--- src/rtl/coin_lane_scheduler_if.sv ---
// Frame-sync, game-state and per-lane coin signals between the coin scheduler and
// the rest of the penguin runner.
interface coin_lane_scheduler_if;
  logic        i_v_sync;
  logic        i_enable;
  logic [1:0]  i_penguin_lane;
  logic [15:0] o_coin_y_left;
  logic [15:0] o_coin_y_center;
  logic [15:0] o_coin_y_right;
  logic [2:0]  o_coin_active;
  logic [15:0] o_score;
  logic [2:0]  o_collect_pulse;
  logic [2:0]  o_miss_pulse;

  modport slave (
    input  i_v_sync, i_enable, i_penguin_lane,
    output o_coin_y_left, o_coin_y_center, o_coin_y_right,
    output o_coin_active, o_score, o_collect_pulse, o_miss_pulse
  );

  modport master (
    output i_v_sync, i_enable, i_penguin_lane,
    input  o_coin_y_left, o_coin_y_center, o_coin_y_right,
    input  o_coin_active, o_score, o_collect_pulse, o_miss_pulse
  );
endinterface

--- src/rtl/coin_lane_scheduler.sv ---
// Three-lane coin controller: frame tick from v_sync, LFSR-driven spawning,
// per-lane depth FSMs, collection scoring and miss detection.
module coin_lane_scheduler #(
  parameter int unsigned Y_END       = 592,
  parameter int unsigned SCORE_Y_MIN = 500,
  parameter int unsigned GAP_MIN     = 60,
  parameter logic [15:0] LFSR_SEED   = 16'hACE1
) (
  input logic                  i_clk,
  input logic                  i_rst,
  coin_lane_scheduler_if.slave bus
);

  localparam logic [15:0] YEnd     = 16'(Y_END);
  localparam logic [15:0] ScoreMin = 16'(SCORE_Y_MIN);
  localparam logic [6:0]  GapMin   = 7'(GAP_MIN);

  typedef enum logic [1:0] {StIdle, StFall, StCollected} lane_state_e;

  logic          sync1_q, sync2_q, sync3_q;
  logic          tick;
  logic          act;
  logic [15:0]   lfsr_q, lfsr_d, lfsr_next;
  logic [6:0]    gap_q, gap_d, gap_dec;
  lane_state_e   state_q [3];
  lane_state_e   state_d [3];
  logic [15:0]   y_q [3];
  logic [15:0]   y_d [3];
  logic [2:0]    active_q, active_d;
  logic [15:0]   score_q, score_d;
  logic [2:0]    collect_q, collect_d;
  logic [2:0]    miss_q, miss_d;
  logic          hit;
  logic [1:0]    sel;

  assign tick      = sync2_q & ~sync3_q;
  assign act       = tick & bus.i_enable;
  assign lfsr_next = {lfsr_q[14:0], lfsr_q[15] ^ lfsr_q[13] ^ lfsr_q[12] ^ lfsr_q[10]};
  assign sel       = lfsr_next[1:0];
  assign gap_dec   = (gap_q == 7'd0) ? 7'd0 : gap_q - 7'd1;

  always_comb begin
    lfsr_d    = lfsr_q;
    gap_d     = gap_q;
    score_d   = score_q;
    active_d  = active_q;
    collect_d = 3'b000;
    miss_d    = 3'b000;
    hit       = 1'b0;
    for (int k = 0; k < 3; k++) begin
      state_d[k] = state_q[k];
      y_d[k]     = y_q[k];
    end

    if (act) begin
      lfsr_d = lfsr_next;
      for (int k = 0; k < 3; k++) begin
        unique case (state_q[k])
          StFall: begin
            // Collection is judged on the pre-increment depth.
            if (y_q[k] > ScoreMin && y_q[k] < YEnd && bus.i_penguin_lane == 2'(k)) begin
              state_d[k]   = StCollected;
              collect_d[k] = 1'b1;
              hit          = 1'b1;
            end else if (y_q[k] + 16'd1 == YEnd) begin
              state_d[k] = StIdle;
              y_d[k]     = 16'd0;
              miss_d[k]  = 1'b1;
            end else begin
              y_d[k] = y_q[k] + 16'd1;
            end
          end
          StCollected: begin
            state_d[k] = StIdle;
            y_d[k]     = 16'd0;
          end
          default: begin
            state_d[k] = StIdle;
            y_d[k]     = 16'd0;
          end
        endcase
      end

      if (hit && score_q != 16'hFFFF) begin
        score_d = score_q + 16'd1;
      end

      // Spawn sees lane states after this tick's update; sel==3 retries next tick.
      gap_d = gap_dec;
      if (gap_dec == 7'd0 && sel != 2'd3) begin
        gap_d = GapMin + {1'b0, lfsr_next[7:2]};
        for (int k = 0; k < 3; k++) begin
          if (sel == 2'(k) && state_d[k] == StIdle) begin
            state_d[k] = StFall;
            y_d[k]     = 16'd0;
          end
        end
      end

      for (int k = 0; k < 3; k++) begin
        active_d[k] = (state_d[k] == StFall);
      end
    end
  end

  always_ff @(posedge i_clk or posedge i_rst) begin
    if (i_rst) begin
      sync1_q   <= 1'b0;
      sync2_q   <= 1'b0;
      sync3_q   <= 1'b0;
      lfsr_q    <= LFSR_SEED;
      gap_q     <= GapMin;
      active_q  <= 3'b000;
      score_q   <= 16'd0;
      collect_q <= 3'b000;
      miss_q    <= 3'b000;
      for (int k = 0; k < 3; k++) begin
        state_q[k] <= StIdle;
        y_q[k]     <= 16'd0;
      end
    end else begin
      sync1_q   <= bus.i_v_sync;
      sync2_q   <= sync1_q;
      sync3_q   <= sync2_q;
      lfsr_q    <= lfsr_d;
      gap_q     <= gap_d;
      active_q  <= active_d;
      score_q   <= score_d;
      collect_q <= collect_d;
      miss_q    <= miss_d;
      for (int k = 0; k < 3; k++) begin
        state_q[k] <= state_d[k];
        y_q[k]     <= y_d[k];
      end
    end
  end

  assign bus.o_coin_y_left   = y_q[0];
  assign bus.o_coin_y_center = y_q[1];
  assign bus.o_coin_y_right  = y_q[2];
  assign bus.o_coin_active   = active_q;
  assign bus.o_score         = score_q;
  assign bus.o_collect_pulse = collect_q;
  assign bus.o_miss_pulse    = miss_q;

endmodule

--- src/flat_wrapper.sv ---
// flat-port wrapper written by rule: the top's interface ports become plain ports
module coin_lane_scheduler_flat 
#(
  parameter int unsigned Y_END       = 592,
  parameter int unsigned SCORE_Y_MIN = 500,
  parameter int unsigned GAP_MIN     = 60,
  parameter logic [15:0] LFSR_SEED   = 16'hACE1
)
  (i_clk, i_rst, bus_i_v_sync, bus_i_enable, bus_i_penguin_lane, bus_o_coin_y_left, bus_o_coin_y_center, bus_o_coin_y_right, bus_o_coin_active, bus_o_score, bus_o_collect_pulse, bus_o_miss_pulse);
  coin_lane_scheduler_if bus_i ();
  input logic i_clk;
  input logic i_rst;
  input wire logic [$bits(bus_i.i_v_sync)-1:0] bus_i_v_sync;
  input wire logic [$bits(bus_i.i_enable)-1:0] bus_i_enable;
  input wire logic [$bits(bus_i.i_penguin_lane)-1:0] bus_i_penguin_lane;
  output wire logic [$bits(bus_i.o_coin_y_left)-1:0] bus_o_coin_y_left;
  output wire logic [$bits(bus_i.o_coin_y_center)-1:0] bus_o_coin_y_center;
  output wire logic [$bits(bus_i.o_coin_y_right)-1:0] bus_o_coin_y_right;
  output wire logic [$bits(bus_i.o_coin_active)-1:0] bus_o_coin_active;
  output wire logic [$bits(bus_i.o_score)-1:0] bus_o_score;
  output wire logic [$bits(bus_i.o_collect_pulse)-1:0] bus_o_collect_pulse;
  output wire logic [$bits(bus_i.o_miss_pulse)-1:0] bus_o_miss_pulse;
  assign bus_i.i_v_sync = bus_i_v_sync;
  assign bus_i.i_enable = bus_i_enable;
  assign bus_i.i_penguin_lane = bus_i_penguin_lane;
  assign bus_o_coin_y_left = bus_i.o_coin_y_left;
  assign bus_o_coin_y_center = bus_i.o_coin_y_center;
  assign bus_o_coin_y_right = bus_i.o_coin_y_right;
  assign bus_o_coin_active = bus_i.o_coin_active;
  assign bus_o_score = bus_i.o_score;
  assign bus_o_collect_pulse = bus_i.o_collect_pulse;
  assign bus_o_miss_pulse = bus_i.o_miss_pulse;
  coin_lane_scheduler #(.Y_END(Y_END), .SCORE_Y_MIN(SCORE_Y_MIN), .GAP_MIN(GAP_MIN), .LFSR_SEED(LFSR_SEED)) u_core (.i_clk(i_clk), .i_rst(i_rst), .bus(bus_i));
endmodule
--- config.mk ---
export PLATFORM = sky130hd
export DESIGN_NAME = coin_lane_scheduler_flat
export DESIGN_NICKNAME = d
export VERILOG_FILES = /design/src/rtl/coin_lane_scheduler_if.sv /design/src/rtl/coin_lane_scheduler.sv /design/src/flat_wrapper.sv
export SDC_FILE = /design/constraint.sdc
export NUM_CORES = 1
export LEC_CHECK = 0
export CAP_MARGIN = 0
export CELL_PAD_IN_SITES_DETAIL_PLACEMENT = 1
export CELL_PAD_IN_SITES_GLOBAL_PLACEMENT = 1
export CORE_MARGIN = 2
export CORE_UTILIZATION = 42
export CTS_CLUSTER_SIZE = 14
export DETAILED_ROUTE_END_ITERATION = 7
export PLACE_DENSITY_LB_ADDON = 0.2
export SLEW_MARGIN = 10
export SYNTH_ARGS = -nofsm -noshare
export SYNTH_HDL_FRONTEND = slang
export SYNTH_SLANG_ARGS = --single-unit
--- constraint.sdc ---
create_clock -name i_clk -period 5.2 [get_ports i_clk]
set_clock_uncertainty 0.05 [all_clocks]
set_input_delay 1.56 -clock i_clk [delete_from_list [all_inputs] [get_ports i_clk]]
set_output_delay 1.56 -clock i_clk [all_outputs]
set_load 0.01 [all_outputs]
==> qor.yml <==
outcome: "complete, no violations"
diodes: 0
hold_violations: 0
htree_levels: 3
p_leak_nw: 2.89
dpl.hpwl_um: 12400
asyncSetResetFlopFracSynth_pct: 100
synth-seq-area-share_pct: 43.0
start_kind: "input port"
die_h_um: 125
relSlewSlack_pct: 41.5
die_x_um: 125
setup_ws_ns: 1.45
timing.rr.end: "u_core.bus.o_score[1]"
ir_worst_vdd_v: 0.000159
grtUsageMet3_pct: 3.25
portBuffers: 78
vias_per_cell: 5.92
grt_overflow_total: 0
grt_pass1_vias: 5735
reg2reg_setup_slack_ns: 2.01
top_usage_layer: "met2"
wire_per_inst_um: 18.2
boundaryPins: 79
final_nets: 772
timing.hold.ws_ns: 0.309
grtUsageMet1_pct: 29.9
grt_max_degree: 68
hp-class: "reg2reg"
grt_pass1_wl_um: 28900
power_mw: 2.53
slew_violations: 0
r2r_cells: 7
end_kind: "flop"
power.density_nw_per_um2: 347
synth_fp_nets: 721
crit_end: "u_core.bus.o_score[1]"
finalSetupViolCount: 0
synth_area_leaders: "dfrtp_1, nand2_1, dfstp_2, o21ai_0, xnor2_1"
coreArea_um2: 14400
synth_flop_cell: "dfrtp_1"
ctsResizeCount: 0
drt-pass1-iter-count: 4
synth.top_cell.area_share_pct: 37.8
dp_worst_setup_slack_ns: 1.08
cts_sinks: 105
arrival_ns: 3.94
area_growth_pct: 18.8
path_class: "in2reg"
gp_congestion: 0.842
max_freq_mhz: 267
met2_usage_pct: 37.4
yosysTopAreaCell: "dfrtp_1"
max_cap_viol_count: 0
drc_errors: 0
syn_area_per_cell_um2: 8.71
synth_seq_cells: 105
ys_types: 74
cts_root_buffer: "clkbuf_16"
cts_setup_buffers: 0
critPathMaxFanout: 16
post-route-min-period_ns: 3.75
dieArea_um2: 15600
crit_start: "bus_i_penguin_lane[1]"
synth_cells: 706
hold_buffers: 0
tns_ns: 0
ys_warn_count: 0
rsz0062_at_grt: "false"
cts_tree: "built"
drive_above_1_share_pct: 7.87
critPathRequiredTime_ns: 5.39
clk_latency_ns: 0.36
cts_buffers: 9
cts.path.max_buffers: 2
synth.cell_area_um2: 6150
timing.rr.start: "u_core.bus.o_coin_y_center[0]"
start_util_pct: 42.6
totalWireLength_um: 17200
synth-edff-count: 0
drt_iter0_markers: 336
drtAntennaViolNets: 0
grt_usage_pct: 22.3
fp-row-count: 44
vias: 5603
grt_antenna_before_repair: 0
clkTransAtPathRegs_ns: 0.07
finalCritPeriodShare_pct: 72.1
tightest_slew_ns: 0.875
==> registers in the layout, indices dropped and copies added (netlist names) <==
register,cells
u_core.bus.o_collect_pulse,3
u_core.state_q,6
u_core.bus.o_coin_y_left,16
u_core.sync2_q,1
u_core.bus.o_coin_y_center,16
u_core.bus.o_score,16
u_core.bus.o_coin_active,3
u_core.bus.o_coin_y_right,16
u_core.lfsr_q,16
u_core.sync3_q,1
u_core.bus.o_miss_pulse,3
u_core.sync1_q,1
u_core.gap_q,7
==> cell type report <==
type                            count  area [um2]
Fill cell                        1678        7120
Inverter                           25        96.3
Clock inverter                      4        26.3
Sequential cell                   105        2640
Timing Repair Buffer               84         826
Tap cell                          184         230
Multi-Input combinational cell    532        3230
Clock buffer                       12         256
==> worst min path at each step <==
stage	from	to	slack, ns	cells past startpoint
global route	u_core.sync1_q	u_core.sync2_q	0.32	0
floorplan	u_core.sync1_q	u_core.sync2_q	0.28	0
CTS	u_core.sync1_q	u_core.sync2_q	0.32	0
global placement	u_core.sync1_q	u_core.sync2_q	0.29	0
finish	u_core.sync1_q	u_core.sync2_q	0.31	0
detailed placement	u_core.sync1_q	u_core.sync2_q	0.29	0
==> kinds of logic (layout without fill, tap and decap cells) <==
logic type / count (synthesis) / after routing / share of synthesized area, %
AOI/OAI and AO/OA: 157 / 157 / 17.9
buffers and inverters: 69 / 125 / 4.64
DFF: 105 / 105 / 43.0
and+or+nand+nor: 324 / 324 / 26.3
muxes: 14 / 14 / 2.34
adders and majority gates: 9 / 9 / 1.83
xor gates and xnor gates: 28 / 28 / 3.99
==> power breakdown <==
part	total (mW)	internal [mW]	leakage, nW	switching (mW)
combinational	0.761	0.316	1.43	0.444
clock	0.663	0.352	0.139	0.311
sequential	1.11	0.944	1.32	0.165
==> synthesized netlist by cell type, drive strengths merged, types with 11 or more instances <==
library cell  count
nand2           111
dfrtp            93
o21ai            54
nor2             46
nand3            39
nor3             38
clkbuf           32
a21oi            25
inv              25
xnor2            23
nand4            17
buf              12
dfstp            12
mux2i            11
nor4             11
==> metal layers <==
| layer | routed length, um | share of wire, % | up-vias |
|---|---|---|---|
| met5 | 0 | 0 | - |
| met4 | 270 | 1.6 | 0 |
| met3 | 456 | 2.7 | 19 |
| met2 | 8360 | 49 | 98 |
| met1 | 8100 | 47 | 2841 |
| li1 | - | - | 2645 |
==> cells in the final DEF, fill, tap and decap left out, types with 11 or more instances in the layout <==
cell type / netlist / routed
dfrtp_1: 93 / 93
nand2_1: 111 / 111
nor2_1: 46 / 45
nor4_1: 11 / 11
mux2i_1: 11 / 11
nand3_1: 37 / 37
clkdlybuf4s50_1: 0 / 78
nor3_1: 36 / 36
inv_1: 25 / 24
xnor2_1: 23 / 23
dfstp_2: 12 / 12
o21ai_0: 51 / 51
a21oi_1: 25 / 25
nand4_1: 17 / 17
==> per-stage QoR <==
stage	cell area [um2]	std cells	utilization [%]
2_1_floorplan	6150	706	-
3_3_place_gp	7020	930	48.7
3_5_place_dp	7020	930	48.7
4_1_cts	7310	946	50.7
5_1_grt	7310	946	50.7
6_report	7310	946	50.7
==> critical path: stages <==
cell and delay [ns]:
clkdlybuf4s50_1 0.44, or4b_2 0.71, nor2_1 0.17, o211ai_2 0.17, a31oi_4 0.49, mux2_2 0.39
(Power assumes the default switching activity.)
